[src/rtl/serial_rx_port.sv]
// Memory-mapped 8N1 serial receive port: 2-flop synchroniser, RX FSM, byte FIFO
// and a DATA/STATUS register pair for the CPU bus decode.
module serial_rx_port #(
    parameter int CLKS_PER_BIT = 868,
    parameter int FIFO_AW      = 4
) (
    input  logic       clk,
    input  logic       reset_n,
    input  logic       rxd,
    input  logic       sel,
    input  logic       addr,
    input  logic       rd_en,
    input  logic       wr_en,
    input  logic [7:0] data_in,
    output logic [7:0] data_out,
    output logic       irq
);

    localparam int DEPTH = 2 ** FIFO_AW;
    localparam int CW    = $clog2(CLKS_PER_BIT);
    localparam logic [CW-1:0]      LAST   = CW'(CLKS_PER_BIT - 1);
    localparam logic [CW-1:0]      HALF   = CW'(CLKS_PER_BIT / 2 - 1);
    localparam logic [FIFO_AW:0]   CNT_FULL = (FIFO_AW + 1)'(DEPTH);

    typedef enum logic [2:0] {
        S_IDLE,
        S_START,
        S_DATA,
        S_STOP,
        S_BREAK
    } state_t;

    state_t              r_state, w_state_nxt;
    logic                r_sync1, r_sync2;
    logic                w_rxs;
    logic [CW-1:0]       r_cnt, w_cnt_nxt;
    logic [2:0]          r_idx, w_idx_nxt;
    logic [7:0]          r_shift, w_shift_nxt;
    logic                w_push_req, w_ferr_set;

    logic [7:0]          r_mem [DEPTH];
    logic [FIFO_AW-1:0]  r_wptr, r_rptr;
    logic [FIFO_AW:0]    r_count, w_count_nxt;
    logic                r_ovr, r_ferr;
    logic                w_full, w_nonempty;
    logic                w_rd_hit, w_wr_hit, w_pop, w_push, w_ovr_set;
    logic [7:0]          w_rdata;

    // Synchroniser presets to the idle level so reset never fakes a start bit.
    always_ff @(posedge clk or negedge reset_n) begin
        if (!reset_n) begin
            r_sync1 <= 1'b1;
            r_sync2 <= 1'b1;
        end else begin
            r_sync1 <= rxd;
            r_sync2 <= r_sync1;
        end
    end

    assign w_rxs = r_sync2;

    always_ff @(posedge clk or negedge reset_n) begin
        if (!reset_n) begin
            r_state <= S_IDLE;
            r_cnt   <= '0;
            r_idx   <= '0;
            r_shift <= '0;
        end else begin
            r_state <= w_state_nxt;
            r_cnt   <= w_cnt_nxt;
            r_idx   <= w_idx_nxt;
            r_shift <= w_shift_nxt;
        end
    end

    always_comb begin
        w_state_nxt = r_state;
        w_cnt_nxt   = r_cnt + CW'(1);
        w_idx_nxt   = r_idx;
        w_shift_nxt = r_shift;
        w_push_req  = 1'b0;
        w_ferr_set  = 1'b0;
        case (r_state)
            S_IDLE: begin
                w_cnt_nxt = '0;
                if (!w_rxs) w_state_nxt = S_START;
            end
            S_START: begin
                if (r_cnt == HALF) begin
                    w_cnt_nxt   = '0;
                    w_idx_nxt   = '0;
                    w_state_nxt = w_rxs ? S_IDLE : S_DATA;
                end
            end
            S_DATA: begin
                if (r_cnt == LAST) begin
                    w_cnt_nxt   = '0;
                    w_shift_nxt = {w_rxs, r_shift[7:1]};
                    if (r_idx == 3'd7) w_state_nxt = S_STOP;
                    else               w_idx_nxt   = r_idx + 3'd1;
                end
            end
            S_STOP: begin
                if (r_cnt == LAST) begin
                    w_cnt_nxt = '0;
                    if (w_rxs) begin
                        w_push_req  = 1'b1;
                        w_state_nxt = S_IDLE;
                    end else begin
                        w_ferr_set  = 1'b1;
                        w_state_nxt = S_BREAK;
                    end
                end
            end
            S_BREAK: begin
                w_cnt_nxt = '0;
                if (w_rxs) w_state_nxt = S_IDLE;
            end
            default: begin
                w_cnt_nxt   = '0;
                w_state_nxt = S_IDLE;
            end
        endcase
    end

    assign w_full     = (r_count == CNT_FULL);
    assign w_nonempty = (r_count != '0);
    assign w_rd_hit   = sel & rd_en;
    assign w_wr_hit   = sel & wr_en & ~rd_en;
    assign w_pop      = w_rd_hit & ~addr & w_nonempty;
    // A pop in the same clk frees the slot, so a push into a full FIFO still lands.
    assign w_push     = w_push_req & (~w_full | w_pop);
    assign w_ovr_set  = w_push_req & w_full & ~w_pop;

    always_comb begin
        w_count_nxt = r_count;
        case ({w_push, w_pop})
            2'b10:   w_count_nxt = r_count + (FIFO_AW + 1)'(1);
            2'b01:   w_count_nxt = r_count - (FIFO_AW + 1)'(1);
            default: w_count_nxt = r_count;
        endcase
    end

    always_comb begin
        w_rdata = 8'h00;
        if (addr)            w_rdata = {4'b0000, w_full, r_ferr, r_ovr, w_nonempty};
        else if (w_nonempty) w_rdata = r_mem[r_rptr];
    end

    always_ff @(posedge clk) begin
        if (w_push) r_mem[r_wptr] <= r_shift;
    end

    always_ff @(posedge clk or negedge reset_n) begin
        if (!reset_n) begin
            r_wptr   <= '0;
            r_rptr   <= '0;
            r_count  <= '0;
            r_ovr    <= 1'b0;
            r_ferr   <= 1'b0;
            data_out <= '0;
            irq      <= 1'b0;
        end else begin
            if (w_push) r_wptr <= r_wptr + FIFO_AW'(1);
            if (w_pop)  r_rptr <= r_rptr + FIFO_AW'(1);
            r_count <= w_count_nxt;
            irq     <= (w_count_nxt != '0);
            if (w_rd_hit) data_out <= w_rdata;
            if (w_ovr_set)                          r_ovr <= 1'b1;
            else if (w_wr_hit & addr & data_in[1])  r_ovr <= 1'b0;
            if (w_ferr_set)                         r_ferr <= 1'b1;
            else if (w_wr_hit & addr & data_in[2])  r_ferr <= 1'b0;
        end
    end

endmodule

[config.mk]
export PLATFORM = sky130hd
export DESIGN_NAME = serial_rx_port
export DESIGN_NICKNAME = d
export VERILOG_FILES = /design/src/rtl/serial_rx_port.sv
export SDC_FILE = /design/constraint.sdc
export NUM_CORES = 1
export LEC_CHECK = 0
export ABC_CLOCK_PERIOD_IN_PS = 4000
export BUFFER_PORTS_ARGS = -buffer_cell sky130_fd_sc_hd__buf_2
export CORE_MARGIN = 3
export CORE_UTILIZATION = 30
export CTS_CLUSTER_DIAMETER = 120
export CTS_CLUSTER_SIZE = 40
export DETAILED_ROUTE_END_ITERATION = 12
export GPL_TIMING_DRIVEN = 0
export SETUP_SLACK_MARGIN = 0.15
export SYNTH_ARGS = -nofsm -noshare
export SYNTH_HDL_FRONTEND = slang
export SYNTH_SLANG_ARGS = --single-unit
[constraint.sdc]
create_clock -name clk -period 4 [get_ports clk]
set_clock_uncertainty 0.15 [all_clocks]
set_input_delay 1.2 -clock clk [delete_from_list [all_inputs] [get_ports clk]]
set_output_delay 1.2 -clock clk [all_outputs]
set_load 0.01 [all_outputs]
==> flow_summary_export.csv <==
group,metric,value,unit
outcome,status,"finished, final reports clean",
yosys,yosysWarnings,0,
finish,drive_gt1_frac,0.246,
yosys,synthArstFlopShare,0.281,
floorplanning,ios,24,
power,power.share.switching,0.263,
clocking,postCtsHoldBufs,0,
setup_path,max_stage_delay,490,ps
yosys,synth_flop_cell,"edfxtp_1",
timing,setup_viol,0,
finish,nets,488,
clocking,clk_pin_slew,60,ps
setup_path,critical-path-slowest-cell,"or4_1",
yosys,syn_area,7330,um2
setup_path,path_class,"in -> reg",
min_path,min_from,"r_sync1",
setup_path,r2r_slack,680,ps
clocking,cts_buffers,17,
grt,grt_pass1_vias,3937,
place,port_buffers,17,
power,switching_power,1.16,mW
setup_path,r2r-start,"r_count[1]",
power,combPwrFrac,0.141,
timing,drv_slew,0,
yosys,ys_types,50,
timing,hold_ws,209,ps
timing,min_period,3550,ps
drt,vias_per_cell,4.81,
grt,antenna_found_initial,0,
setup_path,crit_path_start_kind,"primary input",
drt,via_count,3822,
yosys,syn_nets,452,
power,p_leak,3.28,nW
drt,routed_wl,14.6,mm
timing,finalCritPeriodShare,0.888,
power,p_total,4.39,mW
timing,clock.fmax,282,MHz
grt,grt_pass1_wl,23.0,mm
setup_path,crit_cells,12,
floorplanning,dieArea,26300,um2
drt,drtIter0Drc,226,
timing,tightest_slew,1290,ps
floorplanning,start_util,0.309,
power,power_per_cell_area,521,nW/um2
yosys,synth-seq-cells,178,
clocking,ctsRootBufferMaster,"clkbuf_16",
power,vdd_ir_drop_max,315,uV
setup_path,end_kind,"flip-flop",
setup_path,r2r_cells,13,
setup_path,cp.required,4150,ps
place,gp_congestion,0.796,
min_path,hold_class,"reg -> reg",
setup_path,crit_top_cell,"nand2_1",
min_path,whs_endpoint,"r_sync2",
floorplanning,die_x,162,um
yosys,ys_seq_area_frac,0.695,
power,p_int,3.23,mW
clocking,cts_tree,"done",
setup_path,worst-path-buf-inv,2,
power,seq_power_share,0.479,
timing,grt_setup_unrepaired,"no",
power,clockPowerShare,0.379,
setup_path,cp_cell_sequence,"buf_2 > nand3b_1 > nor2_1 > clkbuf_4 > nand2_1 > xnor2_1 > ha_1 > nor4_1 > nand2_1 > o221ai_1 > nand2_1 > or4_1",
drt,ant_nets,0,
grt,grt_use_total,0.118,
clocking,cts_max_path_buffers,2,
yosys,syn_inst,427,
drt,post-route-drc-count,0,
clocking,cts_setup_buffers,0,
finish,fillerInstances,2202,
clocking,worstSkewPairLatency,430,ps
timing,hold_violations,0,
yosys,syn_area_per_cell,17.2,um2
clocking,clock_sinks,178,
setup_path,crit_family,"simple AND/OR/NAND/NOR gates",
min_path,hold_depth,0,
setup_path,critPathMaxFanout,10,
finish,diodes,0,
floorplanning,num_rows,56,
grt,gr-total-overflow,0,
setup_path,cp.arrival,3700,ps
drt,firstDrtPassIters,4,
clocking,htree_num_levels,4,
floorplanning,die_y,162,um
place,hpwlAfterDp,9.80,mm
run,cap_viol_max_count,0,
floorplanning,coreArea,23800,um2
grt,grt_max_degree,51,
setup_path,r2r_end,"irq",
drt,wl_per_cell,18.4,um
timing,relSlewSlack,0.136,
yosys,synth_edf_count,128,
finish,syn_to_final_growth,15.0,%
[registers in the layout (all words and copies together) (netlist names)]
register and cells:
r_mem 128, r_cnt 10, data_out 8, r_shift 8, r_count 5, r_rptr 4
r_wptr 4, r_idx 3, r_state 3, irq 1, r_ferr 1, r_ovr 1
r_sync1 1, r_sync2 1
[cells by family after synthesis]
| group | synth area share |
|---|---|
| XOR/XNOR | 0.0215 |
| multiplexers | 0.136 |
| buffers and inverters | 0.0147 |
| AO/OA/AOI/OAI | 0.0335 |
| adder cells (fa/ha/maj) | 0.0171 |
| flip-flops | 0.695 |
| AND/OR/NAND/NOR | 0.0819 |
[per-stage QoR]
stage	instance area (um2)	utilization	cells	worst slack [ps]	TNS [ps]
3_3_place_gp	7820	0.329	763	-241	-241
5_1_grt	8430	0.355	795	200	0
6_report	8430	0.355	795	449	0
4_1_cts	8410	0.354	795	179	0
3_5_place_dp	7820	0.329	763	-253	-633
2_1_floorplan	7330	-	427	388	0
[synthesized netlist by cell type (8+ instances only)]
| cell type | instances | area share |
|---|---|---|
| dfrtp_1 | 48 | 0.16 |
| mux4_2 | 38 | 0.12 |
| and2_1 | 9 | 0.0077 |
| nand2_1 | 26 | 0.013 |
| ha_1 | 10 | 0.017 |
| mux2_2 | 9 | 0.014 |
| nand4_1 | 8 | 0.0068 |
| edfxtp_1 | 128 | 0.52 |
| inv_1 | 10 | 0.0051 |
| xnor2_1 | 12 | 0.014 |
| nor2_1 | 26 | 0.013 |
| nand3_1 | 11 | 0.0075 |
| clkbuf_1 | 9 | 0.0046 |
[timing repair]
item / 4_1_cts / 5_1_grt
endpoints found under the hold margin: 0 / 0
setup endpoints to repair: 0 / 1
gates resized for setup: 0 / 5
[power groups by stage]
stage | logic, mW | clock network (mW) | registers, mW
2_1_floorplan | 0.462 | 0 | 2.12
3_3_place_gp | 0.613 | 0 | 2.14
3_5_place_dp | 0.626 | 0 | 2.14
4_1_cts | 0.631 | 1.69 | 2.10
5_1_grt | 0.687 | 1.76 | 2.11
6_report | 0.619 | 1.67 | 2.10
[cell usage in the layout (no fill, tap or decap), types with 3 or more instances in the layout]
cell       netlist  routed
o21ai_0          7       7
a211oi_1         4       4
nand3_1         11      11
clkbuf_16        0      17
nor2b_1          4       4
nor2_1          26      26
xor2_1           6       6
nor4_1           3       3
a221o_1          3       3
buf_2            4      21
and2_1           9       9
clkbuf_1         9       9
nor3_1           6       4
mux2i_1          4       4
inv_1           10      10
a21oi_1          6       6
mux2_2           9       9
nand2_1         26      26
edfxtp_1       128     128
mux4_2          38      38
ha_1            10      10
a22o_1           5       5
inv_6            0       4
dfrtp_1         48      48
nand4_1          8       8
xnor2_1         12      12
clkinv_2         0       3
[how the worst max path moves through the flow]
stage,startpoint,endpoint,slack (ps)
2_1_floorplan,addr,irq,390
4_1_cts,addr,irq,180
3_3_place_gp,addr,irq,-240
6_report,addr,irq,450
3_5_place_dp,addr,irq,-250
5_1_grt,addr,irq,200
[layout make-up]
type                    count  area, um2  area share
flip-flops and latches    178       5100       0.605
multi-input cells         224       2140       0.254
clock buffers              19        443      0.0525
well taps                 319        399      0.0474
clock inverters            13        151      0.0180
repair buffers             17       85.1      0.0101
plain buffers              15       73.8     0.00876
inverters                  10       37.5     0.00445
[routing by layer]
layer / part of all wire / track usage
met4: 0.024 / 0.0461
met1: 0.43 / 0.149
met3: 0.050 / 0.0301
met5: 0 / 0
met2: 0.50 / 0.194
Power figures use the tool's default switching activity.
